`src/rtl/result_checker_pkg.sv`:
```
// Shared mode codes, FSM encoding and scan-window lookup for the end-of-run checker.
package result_checker_pkg;

    localparam logic [1:0] MODE_SINGLE = 2'd0;
    localparam logic [1:0] MODE_SORT   = 2'd1;
    localparam logic [1:0] MODE_FIBO   = 2'd2;
    localparam logic [1:0] MODE_RSVD   = 2'd3;

    localparam int unsigned WIN_W = 16;
    localparam int unsigned IDX_W = 8;

    typedef enum logic [1:0] {
        ST_IDLE = 2'd0,
        ST_SCAN = 2'd1,
        ST_DONE = 2'd2
    } state_e;

    typedef struct packed {
        logic [WIN_W-1:0] base;
        logic [WIN_W-1:0] len;
    } window_t;

    // Memory window scanned for a given mode; reserved mode yields an empty window.
    function automatic window_t mode_window(input logic [1:0] mode,
                                            input int unsigned sort_base,
                                            input int unsigned sort_len,
                                            input int unsigned fibo_len);
        window_t w;
        w.base = '0;
        w.len  = '0;
        case (mode)
            MODE_SINGLE: begin
                w.base = WIN_W'(0);
                w.len  = WIN_W'(1);
            end
            MODE_SORT: begin
                w.base = WIN_W'(sort_base);
                w.len  = WIN_W'(sort_len);
            end
            MODE_FIBO: begin
                w.base = WIN_W'(1);
                w.len  = WIN_W'(fibo_len);
            end
            default: ;
        endcase
        return w;
    endfunction

endpackage

```
`src/rtl/result_checker_expect_gen.sv`:
```
// Expected-word sequence: zero, signed ramp, or Fibonacci wrapping at DATA_W bits.
module chk_expect_gen
    import result_checker_pkg::*;
#(
    parameter int unsigned DATA_W     = 64,
    parameter int          SORT_FIRST = -3
) (
    input  logic              clk,
    input  logic              rst,
    input  logic              load,
    input  logic [1:0]        mode,
    input  logic              advance,
    output logic [DATA_W-1:0] expected
);

    logic [1:0]        mode_q;
    logic [DATA_W-1:0] prev2;

    // expected doubles as prev1 of the Fibonacci pair
    always_ff @(posedge clk) begin
        if (rst) begin
            mode_q   <= MODE_SINGLE;
            expected <= '0;
            prev2    <= '0;
        end else if (load) begin
            mode_q <= mode;
            prev2  <= '0;
            case (mode)
                MODE_SORT: expected <= DATA_W'(SORT_FIRST);
                MODE_FIBO: expected <= DATA_W'(1);
                default:   expected <= '0;
            endcase
        end else if (advance) begin
            case (mode_q)
                MODE_SORT: expected <= expected + DATA_W'(1);
                MODE_FIBO: begin
                    expected <= expected + prev2;
                    prev2    <= expected;
                end
                default: ;
            endcase
        end
    end

endmodule

```
`config.mk`:
```
export PLATFORM = sky130hd
export DESIGN_NAME = chk_expect_gen
export DESIGN_NICKNAME = d
export VERILOG_FILES = /design/src/rtl/result_checker_pkg.sv /design/src/rtl/result_checker_expect_gen.sv
export SDC_FILE = /design/constraint.sdc
export NUM_CORES = 1
export LEC_CHECK = 0
export CORE_UTILIZATION = 54
export CTS_CLUSTER_SIZE = 24
export DETAILED_ROUTE_END_ITERATION = 6
export GPL_TIMING_DRIVEN = 0
export MAX_ROUTING_LAYER = met4
export PLACE_DENSITY_LB_ADDON = 0.25
export SYNTH_ARGS = -nofsm -noshare
export SYNTH_HDL_FRONTEND = slang
export SYNTH_SLANG_ARGS = --single-unit
```
`constraint.sdc`:
```
create_clock -name clk -period 4.12 [get_ports clk]
set_clock_uncertainty 0.1 [all_clocks]
set_input_delay 0.824 -clock clk [delete_from_list [all_inputs] [get_ports clk]]
set_output_delay 0.824 -clock clk [all_outputs]
set_load 0.05 [all_outputs]
```
==> impl_results.html, run 1 <==
<table>
<tr><th>Metric</th><th>Value</th></tr>
<tr><th colspan="2">Floorplanning</th></tr>
<tr><td>Starting utilization of the core area</td><td>55.5%</td></tr>
<tr><td>Standard-cell row count</td><td>46</td></tr>
<tr><td>Overall die width</td><td>130 um</td></tr>
<tr><td>Full die area</td><td>16900 um2</td></tr>
<tr><td>Y dimension of the die</td><td>130 um</td></tr>
<tr><td>Core area</td><td>15900 um2</td></tr>
<tr><td>Number of ports placed on the die boundary</td><td>70</td></tr>
<tr><th colspan="2">Drt</th></tr>
<tr><td>Detail-routed net length per standard cell</td><td>17.3 um</td></tr>
<tr><td>Total wirelength of the detailed-routed design</td><td>26100 um</td></tr>
<tr><td>DRT antenna net count</td><td>0</td></tr>
<tr><td>Starting DRC count in detailed routing</td><td>860</td></tr>
<tr><td>Vias</td><td>8965</td></tr>
<tr><td>Via density per instance</td><td>5.94</td></tr>
<tr><td>Number of remaining DRC errors</td><td>0</td></tr>
<tr><td>Length of the first detailed-routing pass in iterations</td><td>5</td></tr>
<tr><th colspan="2">Critical path</th></tr>
<tr><td>Cell-by-cell trace of the critical path</td><td>nor2b_1, buf_2, clkbuf_8, clkbuf_4, and2_1, ha_1, o211ai_1, nor3_1, o211ai_1, buf_4, o21ai_4, a211oi_4, buf_4, a21boi_1, a21boi_1, o21ai_1, xnor2_1, o21ai_1</td></tr>
<tr><td>Endpoint of the most critical setup path</td><td>expected[47]</td></tr>
<tr><td>Number of buffer and inverter instances along the worst setup path</td><td>5</td></tr>
<tr><td>Critical Path Start</td><td>mode_q[1]</td></tr>
<tr><td>Critical Path Max Stage Delay</td><td>0.34 ns</td></tr>
<tr><td>CP max-delay cell</td><td>ha_1</td></tr>
<tr><td>R2r worst-path depth</td><td>18</td></tr>
<tr><td>R2R Path End</td><td>expected[47]</td></tr>
<tr><td>Kind of capture point of the worst setup path</td><td>flip-flop</td></tr>
<tr><td>Delay-heaviest family, CP</td><td>compound AO/OA/AOI/OAI gates</td></tr>
<tr><td>Crit-path max FO</td><td>10</td></tr>
<tr><td>Data arrival time of the critical path</td><td>4.21 ns</td></tr>
<tr><td>Reg-to-reg setup timing slack</td><td>0.12 ns</td></tr>
<tr><td>Type of origin of the critical path</td><td>flip-flop</td></tr>
<tr><td>Worst setup path class</td><td>flip-flop to flip-flop</td></tr>
<tr><td>Worst r2r src</td><td>mode_q[1]</td></tr>
<tr><td>Crit. path cell count</td><td>18</td></tr>
<tr><td>Required time reported for the critical path endpoint</td><td>4.33 ns</td></tr>
<tr><th colspan="2">CTS</th></tr>
<tr><td>Clock tree from TritonCTS</td><td>done</td></tr>
<tr><td>Longest Clk Path Bufs</td><td>2</td></tr>
<tr><td>Clk pin slew, worst setup/hold paths</td><td>0.06 ns</td></tr>
<tr><td>Master cell of the clock root buffer</td><td>clkbuf_16</td></tr>
<tr><td>Clock Sinks</td><td>130</td></tr>
<tr><td>Total clock buffers created by CTS</td><td>17</td></tr>
<tr><td>Worst skew pair latency</td><td>0.44 ns</td></tr>
<tr><td>Hold-fix buffer count after cts</td><td>0</td></tr>
<tr><td>H-Tree Depth</td><td>4</td></tr>
<tr><th colspan="2">Synth</th></tr>
<tr><td>Synthesized-area fraction occupied by adder cells</td><td>9.28%</td></tr>
<tr><td>Fraction of synthesized area in multiplexers</td><td>0.580%</td></tr>
<tr><td>Number of cells produced by synthesis</td><td>1182</td></tr>
<tr><td>Dominant combinational cell family by area after synthesis</td><td>compound AO/OA/AOI/OAI gates</td></tr>
<tr><td>Most area-hungry cell type in the Yosys netlist</td><td>dfxtp_1</td></tr>
<tr><td>Synth Area in Simple Gates</td><td>22.8%</td></tr>
<tr><td>Primary FF master, synth</td><td>dfxtp_1</td></tr>
<tr><td>Proportion of register bits with asynchronous set or reset after synthesis</td><td>0%</td></tr>
<tr><td>Top post-synthesis cells by area</td><td>dfxtp_1 29%, a21oi_1 10%, ha_1 9.0%</td></tr>
<tr><td>Number of nets produced by synthesis</td><td>1253</td></tr>
<tr><td>Compound-gate portion of the synthesized area</td><td>28.3%</td></tr>
<tr><td>Number of enable-type register cells in the synthesized netlist</td><td>0</td></tr>
<tr><td>Flip-flop and latch count after synthesis</td><td>130</td></tr>
<tr><td>Top-area cell type share of the netlist area</td><td>29.4%</td></tr>
<tr><td>Number of library cell types mapped by synthesis</td><td>70</td></tr>
<tr><td>Netlist Area Pre-Place</td><td>8850 um2</td></tr>
<tr><td>Average footprint of a synthesized cell</td><td>7.49 um2</td></tr>
<tr><td>Xor-xnor portion of the synthesized cell area</td><td>5.35%</td></tr>
<tr><td>Sequential cell area fraction in the yosys report</td><td>29.4%</td></tr>
<tr><td>Synthesis warning total</td><td>0</td></tr>
<tr><th colspan="2">Power</th></tr>
<tr><td>Clock network fraction of design power</td><td>43.9%</td></tr>
<tr><td>Power spent charging and discharging nets</td><td>1.13 mW</td></tr>
<tr><td>Leakage dissipation</td><td>4.29 nW</td></tr>
<tr><td>Power density normalized to cell area</td><td>338 nW/um2</td></tr>
<tr><td>Combinational share of power</td><td>18.0%</td></tr>
<tr><td>Fraction of power consumed by sequential logic</td><td>38.1%</td></tr>
<tr><td>Net Sw Frac</td><td>31.3%</td></tr>
<tr><td>Cell internal power dissipation</td><td>2.48 mW</td></tr>
<tr><td>VDD IR-drop max</td><td>0.379 mV</td></tr>
<tr><th colspan="2">Global routing</th></tr>
<tr><td>Total congestion overflow</td><td>0</td></tr>
<tr><td>Met3 routing resource usage after global routing</td><td>4.72%</td></tr>
<tr><td>Wire length of the first global-routing pass</td><td>41400 um</td></tr>
<tr><td>Gr usage total</td><td>32.5%</td></tr>
<tr><td>Antenna violations before repair</td><td>0</td></tr>
<tr><td>Maximum number of pins on one net before global-route repair</td><td>17</td></tr>
<tr><td>Via count of the first global-routing pass</td><td>8360</td></tr>
<tr><td>Met1 Usage GRT</td><td>42.0%</td></tr>
<tr><td>Most heavily used metal layer in global routing</td><td>met2</td></tr>
<tr><td>Met2 Track Usage GR</td><td>51.0%</td></tr>
<tr><th colspan="2">STA</th></tr>
<tr><td>Number of failing hold endpoints at the final stage</td><td>0</td></tr>
<tr><td>Shortest clock period the worst path allows after layout</td><td>4.00 ns</td></tr>
<tr><td>Final Slew Violations</td><td>0</td></tr>
<tr><td>Post-route clock period utilization</td><td>97.0%</td></tr>
<tr><td>Total setup violations reported at the end of the flow</td><td>0</td></tr>
<tr><td>Peak clock frequency supported by timing</td><td>0.250 GHz</td></tr>
<tr><td>Measured slew at the worst slew-check pin</td><td>1.21 ns</td></tr>
<tr><td>Relative slew margins</td><td>18.8%</td></tr>
<tr><td>Unrepaired setup endpoints after global routing</td><td>yes</td></tr>
<tr><td>Setup ws final</td><td>0.124 ns</td></tr>
<tr><td>Final setup TNS</td><td>0 ns</td></tr>
<tr><th colspan="2">Outcome</th></tr>
<tr><td>Status</td><td>complete, no violations</td></tr>
<tr><th colspan="2">Place</th></tr>
<tr><td>Area after detailed placement</td><td>9810 um2</td></tr>
<tr><td>Final RePlAce weighted congestion</td><td>0.939</td></tr>
<tr><td>Dpl hpwl</td><td>18600 um</td></tr>
<tr><td>Worst setup slack before clock tree synthesis</td><td>-1.06 ns</td></tr>
<tr><td>Number of port buffers</td><td>69</td></tr>
<tr><th colspan="2">Finish</th></tr>
<tr><td>Net count reported at finish</td><td>1350</td></tr>
<tr><td>Antenna diode count</td><td>0</td></tr>
<tr><td>Most frequent cells in the layout</td><td>198 x nand2_1, 177 x a21oi_1, 130 x dfxtp_1</td></tr>
<tr><td>Area delta synth-&gt;final</td><td>20.4%</td></tr>
<tr><td>Fraction of layout cells with a size suffix above 1</td><td>6.97%</td></tr>
<tr><td>Post-route standard cell area excluding fillers</td><td>10700 um2</td></tr>
<tr><td>Most common cell after layout, fill and taps aside</td><td>nand2_1</td></tr>
<tr><th colspan="2">Run</th></tr>
<tr><td>Count of max-cap constraint violations</td><td>0</td></tr>
<tr><th colspan="2">Min path</th></tr>
<tr><td>Type of the most critical hold path</td><td>flip-flop to flip-flop</td></tr>
</table>
==> synthesized netlist by cell type (8+ instances only) <==
cell	count
nor2b_1	8
a21oi_1	179
nand4_1	25
nand2_1	198
o21bai_1	21
nor3_1	30
a211oi_1	10
o21ai_1	8
nand3_1	13
and2_1	67
buf_2	12
nor2_1	52
buf_1	9
ha_1	64
dfxtp_1	130
a21o_1	48
clkbuf_1	61
xnor2_1	33
inv_1	15
o21ai_0	79
a31oi_1	10
xor2_1	21
==> final cells by class <==
type	instances	area (um2)
tap	216	270
multi-input combinational	955	6010
fill	1437	5290
inverter	15	56.3
sequential	130	2600
clock inverter	12	156
buffer	81	349
clock buffer	20	447
timing repair buffer	79	766
==> state kept, by name (all words and copies together), names as in the netlist <==
| register | flops |
|---|---|
| expected | 64 |
| mode_q | 2 |
| prev2 | 64 |
==> power groups by stage <==
stage	logic, mW	registers [mW]	clock network [mW]
floorplan	0.275	1.55	0
global placement	0.625	1.40	0
detailed placement	0.632	1.40	0
CTS	0.639	1.37	1.59
global route	0.693	1.38	1.64
finish	0.650	1.37	1.58
==> how the worst min path moves through the flow <==
stage               startpoint         to  slack (ns)  cells after the start
floorplan             prev2[0]   prev2[0]        0.33                      2
global placement     prev2[18]  prev2[18]        0.34                      2
detailed placement   prev2[17]  prev2[17]        0.34                      2
CTS                  prev2[17]  prev2[17]        0.35                      2
global route         prev2[33]  prev2[33]        0.37                      2
finish               prev2[37]  prev2[37]        0.35                      2
==> through the flow <==
step                total power, mW  hold slack [ns]  std cells  util, %
finish                         3.61            0.350       1508     66.8
global route                   3.71            0.368       1508     66.8
CTS                            3.60            0.352       1505     66.0
detailed placement             2.03            0.343       1467     61.5
global placement               2.02            0.337       1467     61.5
floorplan                      1.82            0.331       1182        -
==> kinds of logic after synthesis <==
group	count (synthesis)
xor gates and xnor gates	54
and+or+nand+nor	427
AOI/OAI and AO/OA	404
adders and majority gates	65
muxes	5
DFF	130
buffers and inverters	97
==> tightest hold or removal path: stages (launching register included) <==
cell	delay, ns
dfxtp_1	0.30
nand2_1	0.05
a21oi_1	0.05
==> layer usage <==
layer | share of wire [%] | vias up
met1 | 46 | 4205
met5 | 0 | -
met4 | 3.0 | 0
met2 | 45 | 316
met3 | 5.9 | 69
li1 | - | 4375
==> repair_timing <==
item | 4_1_cts | 5_1_grt
setup buffers | 6 | 4
gates cloned | 0 | 0
setup endpoints to repair | 42 | 25
hold endpoints to repair | 0 | 0
resized for setup | 16 | 28
pin swaps | 3 | 7
(Power assumes the default switching activity.)
==> inputs of run 2 (changes only) <==
--- a/config.mk
+++ b/config.mk
@@ -8,7 +8,6 @@
 export CORE_UTILIZATION = 54
 export CTS_CLUSTER_SIZE = 24
 export DETAILED_ROUTE_END_ITERATION = 6
-export GPL_TIMING_DRIVEN = 0
 export MAX_ROUTING_LAYER = met4
 export PLACE_DENSITY_LB_ADDON = 0.25
 export SYNTH_ARGS = -nofsm -noshare
==> impl_results.html, run 2 (synthesis gave the netlist of run 1 again) <==
<table>
<tr><th>Metric</th><th>Value</th></tr>
<tr><th colspan="2">Place</th></tr>
<tr><td>Cells after DPL</td><td>1407 (-4.1%)</td></tr>
<tr><td>Number of port buffers</td><td>69 (unchanged)</td></tr>
<tr><td>Worst setup slack before clock tree synthesis</td><td>0.0281 ns (+1.09 ns)</td></tr>
<tr><td>Final RePlAce weighted congestion</td><td>0.948 (+0.94%)</td></tr>
<tr><td>Dpl hpwl</td><td>17500 um (-5.6%)</td></tr>
<tr><th colspan="2">Global routing</th></tr>
<tr><td>Total congestion overflow</td><td>0 (unchanged)</td></tr>
<tr><td>Gr usage total</td><td>31.0% (-1.5 points)</td></tr>
<tr><td>Met2 Track Usage GR</td><td>49.9% (-1.1 points)</td></tr>
<tr><td>Maximum number of pins on one net before global-route repair</td><td>39 (+22)</td></tr>
<tr><td>Most heavily used metal layer in global routing</td><td>met2</td></tr>
<tr><td>Wire length of the first global-routing pass</td><td>39800 um (-3.9%)</td></tr>
<tr><td>Antenna violations before repair</td><td>0 (unchanged)</td></tr>
<tr><td>Met1 Usage GRT</td><td>39.1% (-2.9 points)</td></tr>
<tr><td>Via count of the first global-routing pass</td><td>7823 (-6.4%)</td></tr>
<tr><td>Met3 routing resource usage after global routing</td><td>5.66% (+0.94 points)</td></tr>
<tr><th colspan="2">STA</th></tr>
<tr><td>Total setup violations reported at the end of the flow</td><td>0 (unchanged)</td></tr>
<tr><td>Relative slew margins</td><td>12.3% (-6.5 points)</td></tr>
<tr><td>Post-route clock period utilization</td><td>98.2% (+1.2 points)</td></tr>
<tr><td>Shortest clock period the worst path allows after layout</td><td>4.05 ns (+0.0507 ns)</td></tr>
<tr><td>Number of failing hold endpoints at the final stage</td><td>0 (unchanged)</td></tr>
<tr><td>Setup ws final</td><td>0.0731 ns (-0.0507 ns)</td></tr>
<tr><td>Final Slew Violations</td><td>0 (unchanged)</td></tr>
<tr><td>Measured slew at the worst slew-check pin</td><td>1.31 ns (+0.0970 ns)</td></tr>
<tr><td>Peak clock frequency supported by timing</td><td>0.247 GHz (-1.3%)</td></tr>
<tr><th colspan="2">Finish</th></tr>
<tr><td>Multi-input logic area</td><td>5910 um2 (-1.6%)</td></tr>
<tr><td>Fraction of layout cells with a size suffix above 1</td><td>6.60% (-0.36 points)</td></tr>
<tr><td>Most common cell after layout, fill and taps aside</td><td>nand2_1</td></tr>
<tr><td>Layout fillers</td><td>1397 (-2.8%)</td></tr>
<tr><td>Sequential standard cell area</td><td>2600 um2 (about the same)</td></tr>
<tr><td>Net count reported at finish</td><td>1285 (-4.8%)</td></tr>
<tr><td>Non-filler cells in the finished layout</td><td>1443 (-4.3%)</td></tr>
<tr><td>Antenna diode count</td><td>0 (unchanged)</td></tr>
<tr><td>Largest registers</td><td>expected x64, prev2 x64, mode_q x2</td></tr>
<tr><td>Most frequent cells in the layout</td><td>197 x nand2_1, 179 x a21oi_1, 129 x dfxtp_1</td></tr>
<tr><td>Area delta synth-&gt;final</td><td>17.4%</td></tr>
<tr><th colspan="2">Power</th></tr>
<tr><td>VDD IR-drop max</td><td>0.318 mV (-16%)</td></tr>
<tr><td>Power density normalized to cell area</td><td>357 nW/um2 (+5.5%)</td></tr>
<tr><td>Leakage dissipation</td><td>4.20 nW (-2.2%)</td></tr>
<tr><td>Overall power</td><td>3.71 mW (+2.8%)</td></tr>
<tr><th colspan="2">Run</th></tr>
<tr><td>Count of max-cap constraint violations</td><td>0 (unchanged)</td></tr>
<tr><th colspan="2">Drt</th></tr>
<tr><td>Number of remaining DRC errors</td><td>15 (+15)</td></tr>
<tr><td>Via density per instance</td><td>5.96 (+0.18%)</td></tr>
<tr><td>Vias</td><td>8594 (-4.1%)</td></tr>
<tr><td>DRT antenna net count</td><td>0 (unchanged)</td></tr>
<tr><td>Detail-routed net length per standard cell</td><td>17.3 um (+0.12%)</td></tr>
<tr><td>Length of the first detailed-routing pass in iterations</td><td>7 (+2)</td></tr>
<tr><td>Starting DRC count in detailed routing</td><td>649 (-25%)</td></tr>
<tr><td>Total wirelength of the detailed-routed design</td><td>25000 um (-4.2%)</td></tr>
<tr><th colspan="2">Floorplanning</th></tr>
<tr><td>Y dimension of the die</td><td>130 um (unchanged)</td></tr>
<tr><td>Standard-cell row count</td><td>46 (unchanged)</td></tr>
<tr><td>Starting utilization of the core area</td><td>55.5% (unchanged)</td></tr>
<tr><td>Full die area</td><td>16900 um2 (unchanged)</td></tr>
<tr><td>Core area</td><td>15900 um2 (unchanged)</td></tr>
<tr><td>Number of ports placed on the die boundary</td><td>70 (unchanged)</td></tr>
<tr><td>Overall die width</td><td>130 um (unchanged)</td></tr>
<tr><th colspan="2">Critical path</th></tr>
<tr><td>Data arrival time of the critical path</td><td>4.26 ns (+0.05 ns)</td></tr>
<tr><td>Required time reported for the critical path endpoint</td><td>4.33 ns (about the same)</td></tr>
<tr><td>Kind of capture point of the worst setup path</td><td>flip-flop</td></tr>
<tr><td>Crit-path max FO</td><td>7 (-3)</td></tr>
<tr><td>Worst setup path class</td><td>flip-flop to flip-flop</td></tr>
<tr><td>Type of origin of the critical path</td><td>flip-flop</td></tr>
<tr><th colspan="2">CTS</th></tr>
<tr><td>Clock tree from TritonCTS</td><td>done</td></tr>
<tr><td>Worst skew pair latency</td><td>0.43 ns (about the same)</td></tr>
<tr><td>Master cell of the clock root buffer</td><td>clkbuf_16</td></tr>
<tr><td>Total clock buffers created by CTS</td><td>17 (unchanged)</td></tr>
<tr><td>H-Tree Depth</td><td>4 (unchanged)</td></tr>
<tr><td>Clk pin slew, worst setup/hold paths</td><td>0.06 ns (about the same)</td></tr>
<tr><td>Longest Clk Path Bufs</td><td>2 (unchanged)</td></tr>
<tr><td>Clock Sinks</td><td>130 (unchanged)</td></tr>
<tr><th colspan="2">Outcome</th></tr>
<tr><td>Violations in the final reports</td><td>DRC</td></tr>
<tr><td>Status</td><td>finished, violations left</td></tr>
<tr><th colspan="2">Min path</th></tr>
<tr><td>Type of the most critical hold path</td><td>flip-flop to flip-flop</td></tr>
</table>
==> run 2: layer usage <==
metal	up-vias	share of wire, %
met4	0	1.8
met5	-	0
li1	4251	-
met3	38	5.1
met2	249	47
met1	4056	46
==> run 2: worst paths after layout <==
path	from	end	slack (ns)	cells past startpoint
max	mode_q[1]	expected[58]	0.07	13
min	prev2[48]	prev2[48]	0.35	2
max reg2reg	mode_q[1]	expected[58]	0.07	13
min reg2reg	prev2[48]	prev2[48]	0.35	2
==> run 2: what timing repair did <==
item,4_1_cts,5_1_grt
gates resized for setup,0,3
endpoints found under the setup margin,0,15
buffers inserted,0,2
endpoints found under the hold margin,0,0
hold buffers,0,0
==> run 2: cell type report <==
type,instances,area share [%]
sequential,130,25.1
tap,216,2.60
timing repair buffer,93,8.51
clock buffer,25,4.96
clock inverter,7,1.39
inverter,15,0.542
multi-input combinational,957,56.9
==> run 2: power by group <==
part	internal (mW)	switching, mW
Combinational	0.203	0.436
Sequential	1.31	0.0654
Clock	1.11	0.583
==> run 2: stage by stage <==
stage	utilization, %	hold WS (ns)	setup TNS, ns	instance area [um2]
final	65.1	0.348	0	10400
after global routing	65.1	0.363	-0.0463	10400
after CTS	64.8	0.350	0	10300
after detailed placement	60.7	0.342	0	9680
after global placement	60.7	0.337	0	9680
after floorplan	-	0.331	0	8850
==> run 2: critical path: stages, from the launching register on <==
cell,delay (ns)
dfxtp_1,0.43
nor2b_4,0.34
and2_1,0.17
ha_1,0.28
a211oi_1,0.31
a2bb2oi_1,0.22
a21boi_2,0.33
o31ai_4,0.13
a221oi_2,0.49
nor4_1,0.13
nor3_2,0.37
o31ai_2,0.12
and2b_1,0.18
mux2_1,0.30
==> inputs of run 3 (changes only) <==
--- a/config.mk
+++ b/config.mk
@@ -13,3 +13,4 @@
 export SYNTH_ARGS = -nofsm -noshare
 export SYNTH_HDL_FRONTEND = slang
 export SYNTH_SLANG_ARGS = --single-unit
+export TNS_END_PERCENT = 50
==> results of run 3 <==
No change in the layout: final DEF, timing and power equal those of run 2.
==> RTL edit 1: new RTL, settings of run 2 <==
Reset style: asynchronous (`rst`), changed in one clocked block.
--- a/src/rtl/result_checker_expect_gen.sv
+++ b/src/rtl/result_checker_expect_gen.sv
@@ -17,7 +17,7 @@
     logic [DATA_W-1:0] prev2;
 
     // expected doubles as prev1 of the Fibonacci pair
-    always_ff @(posedge clk) begin
+    always_ff @(posedge clk or posedge rst) begin
         if (rst) begin
             mode_q   <= MODE_SINGLE;
             expected <= '0;
Function: differs if rst is asserted again (counterexample within 4 cycles, from zero or initial values and one cycle with rst high); with rst held inactive, the same outputs for 10 cycles.
==> RTL edit 1 against run 2 <==
- setup slack better by 79 ps
- routed wire length rose by 8.9%
- via count increased by 3.6%
- cell count increased by 0.90%
- final area grew 5.7%
- area after synthesis grew 5.8%
- sequential cell count is the same
- critical path depth is 5 higher
- sequential share of layout area is 4.6 points higher
Power is not compared: it rests on default switching activity, and its combinational part moved more than twofold at a synthesized area within 25%.
==> RTL edit 1: results (changes against run 2) <==
Non-CTS buffers=119 (was 93); RR Endpoint=expected[56] (was expected[58]); top_reg_cell synth=dfrtp_1 (was dfxtp_1); overall routing resource usage=33.0% (was 31.0%); largest net degree at the start of global routing=131 (was 39); Rel. slew slack=36.4% (was 12.3%); flop-to-flop setup slack=150 ps (was 70 ps); CP max FO=8 (was 7); slowest stage delay, CP=390 ps (was 490 ps); Arr. time, crit path=4170 ps (was 4260 ps); Seq area share=29.6% (was 25.1%); clk tree area frac=4.94% (was 6.35%); Detailed Route Iter0 Violations=764 (was 649); hold_ws=413 ps (was 348 ps); Routed met1 length=12,700 um (was 11,400 um); Worst Hold End=prev2[38] (was prev2[48]); vias in the first global route=8,528 (was 7,823); met2 Use GR=48.3% (was 49.9%); Register-to-Register Path Depth=18 (was 13); sequential area share after synthesis=34.8% (was 29.4%); GP Congestion=0.983 (was 0.948); clock buffers=22 (was 25); GR met3 Demand/Resource=6.35% (was 5.66%); most frequent cells after synthesis=nand2_1 (231), a21oi_1 (178), dfrtp_1 (130) (was nand2_1 (198), a21oi_1 (179), dfxtp_1 (130)); status=finished clean (was complete, but fails checks); vias per inst=6.12 (was 5.96); Data buffer area share=10.0% (was 8.51%); Non-CTS inverters=21 (was 15); Multi-In Gates=938 (was 957); Async S/R FF share, synth=100% (was 0%); routed wl met2=12,000 um (was 11,900 um); Global Route met1 Usage=45.7% (was 39.1%)
-- RTL edit 1: cell types whose count changed after synthesis, moves of 6 or more --
cell	delta
o21a_1	+9
nor2_1	-13
nand4_1	-13
a31oi_1	+10
a21o_1	-17
dfrtp_1	+130
inv_1	+6
buf_2	-10
nand2_1	+33
o21bai_1	-7
nor3_1	-20
dfxtp_1	-130
-- RTL edit 1: kinds of logic after synthesis --
| family | synth area share, % |
|---|---|
| xor+xnor | 5.15 |
| buf+inv | 4.44 |
| compound gates | 25.7 |
| flops | 34.8 |
| simple gates | 20.8 |
| fa+ha+maj | 8.77 |
| mux | 0.348 |
-- RTL edit 1: per-stage QoR --
stage	area [um^2]	instances	setup WS, ps	setup TNS [ps]	power, mW
floorplan	9360	1163	403	0	2.39
global placement	10400	1428	409	0	2.79
detailed placement	10400	1428	198	0	2.80
CTS	11000	1456	161	0	4.23
global route	11000	1456	-44.7	-48.5	4.41
finish	11000	1456	153	0	4.24
==> RTL edit 2: new RTL, flow settings as in run 2 <==
Made on the original files. The parameter `DATA_W` goes from 64 to 128.
--- a/src/rtl/result_checker_expect_gen.sv
+++ b/src/rtl/result_checker_expect_gen.sv
@@ -2,7 +2,7 @@
 module chk_expect_gen
     import result_checker_pkg::*;
 #(
-    parameter int unsigned DATA_W     = 64,
+    parameter int unsigned DATA_W     = 128,
     parameter int          SORT_FIRST = -3
 ) (
     input  logic              clk,
Interface: changed (resized expected); port bits go from 70 to 134. The function was not compared with the original's and may differ.
==> RTL edit 2 against run 2 <==
- the run ends with setup timing left
- power is 86% higher
- final area rose by 130%
- area after synthesis up 100%
- routed wire length rose to 2.6 times the old value
- sequential cell count is 128 higher
- critical path type unchanged
- clock power increased by 60%
- sequential power grew 99%
- setup slack worse by 98 ps
==> RTL edit 2: results (changes against run 2) <==
Placed Instance Area=21,100 um^2 (was 9680 um^2); comb pwr=1.46 mW (was 0.639 mW); Sw Pwr=2.24 mW (was 1.08 mW); Leak=9.32 nW (was 4.20 nW); Net Sw Frac=32.4% (was 29.2%); overall routing resource usage=38.1% (was 31.0%); number of setup buffers added after CTS=7 (was 0); Max H-tree Level=1 (was 4); FILL cells=2,598 (was 1,397); Arr. time, crit path=4490 ps (was 4260 ps); routed wl met2=31,100 um (was 11,900 um); complex-gate fraction of the synthesized area=27.5% (was 28.3%); status=complete, but fails checks (unchanged); fin nets=2,906 (was 1,285); most frequent cells after synthesis=a21oi_1 (445), nand2_1 (434), dfxtp_1 (258) (was nand2_1 (198), a21oi_1 (179), dfxtp_1 (130)); count of final setup violators=2 (was 0); sequential area share after synthesis=28.7% (was 29.4%); adder-cell share of the synthesized area=9.01% (was 9.28%); CTS max path bufs=3 (was 2); xor/xnor share of the synthesized area=5.99% (was 5.35%); post-synthesis mux area share=0.223% (was 0.580%); Clk. pwr=2.71 mW (was 1.69 mW); vias in the first global route=18,764 (was 7,823); Detailed Route Iter0 Violations=1,605 (was 649); Hold Startpoint=prev2[123] (was prev2[48]); clk_lat worst skew=600 ps (was 430 ps); post-detail-place hpwl=46,100 um (was 17,500 um); first-pass GRT wire length=99,700 um (was 39,800 um); met2 Use GR=63.5% (was 49.9%); Hold WC Path Type=reg2reg (unchanged); CP endpoint=expected[122] (was expected[58]); drt pass-1 iters=6 (was 7); Global Route met1 Usage=46.7% (was 39.1%); fin cells=3,238 (was 1,443); synth top area cells=dfxtp_1 (29%), a21oi_1 (12%), nand2_1 (9.1%) (was dfxtp_1 (29%), a21oi_1 (10%), ha_1 (9.0%)); CTS buffer count=30 (was 17); Resized cells post-CTS=45 (was 0); largest net degree at the start of global routing=76 (was 39); met3 WL=3930 um (was 1270 um); GR met3 Demand/Resource=4.01% (was 5.66%); DR WL/cell=20.4 um (was 17.3 um); share of layout cells above drive strength 1=17.8% (was 6.60%); slowest stage delay, CP=420 ps (was 490 ps); Worst Hold End=prev2[123] (was prev2[48]); biggest regs=expected (128), prev2 (128), mode_q (2) (was expected (64), prev2 (64), mode_q (2)); GP Congestion=1.02 (was 0.948); flop-to-flop setup slack=-20 ps (was 70 ps); fin worst setup slack=-24.9 ps (was 73.1 ps); Buffers on Ports=133 (was 69); Worst IR Drop VDD=0.418 mV (was 0.318 mV); Worst-Margin Slew=981 ps (was 1310 ps); failing checks=setup timing (was DRC); Vias=19,745 (was 8,594); count of cell types in the netlist=73 (was 70); syn avg cell area=7.14 um^2 (was 7.49 um^2)
-- RTL edit 2: changes by cell type after synthesis, moves of 61 or more --
cell	before	now
a21oi_1	179	445
nand2_1	198	434
dfxtp_1	130	258
nor2_1	52	180
clkbuf_1	61	158
o21ai_0	79	162
ha_1	64	128
and2_1	67	128
-- RTL edit 2: stage by stage --
stage	util, %	worst slack (ps)	setup TNS [ps]	hold WS, ps
global placement	64.7	-193	-983	338
finish	71.9	-24.9	-41.4	350
detailed placement	64.7	-311	-2250	342
floorplan	-	33.2	0	331
global route	71.9	-180	-1010	370
CTS	68.8	-39.7	-81.0	351
-- RTL edit 2: cell type report --
cell class / instances / area [um^2] / share of cell area (%)
diodes: 1 / 2.50 / 0.0107
well taps: 442 / 553 / 2.36
inverters: 39 / 146 / 0.624
clock buffers: 44 / 893 / 3.81
multi-input cells: 2055 / 13100 / 56.0
flip-flops and latches: 258 / 5170 / 22.0
clock inverters: 12 / 108 / 0.459
repair buffers: 387 / 3450 / 14.7
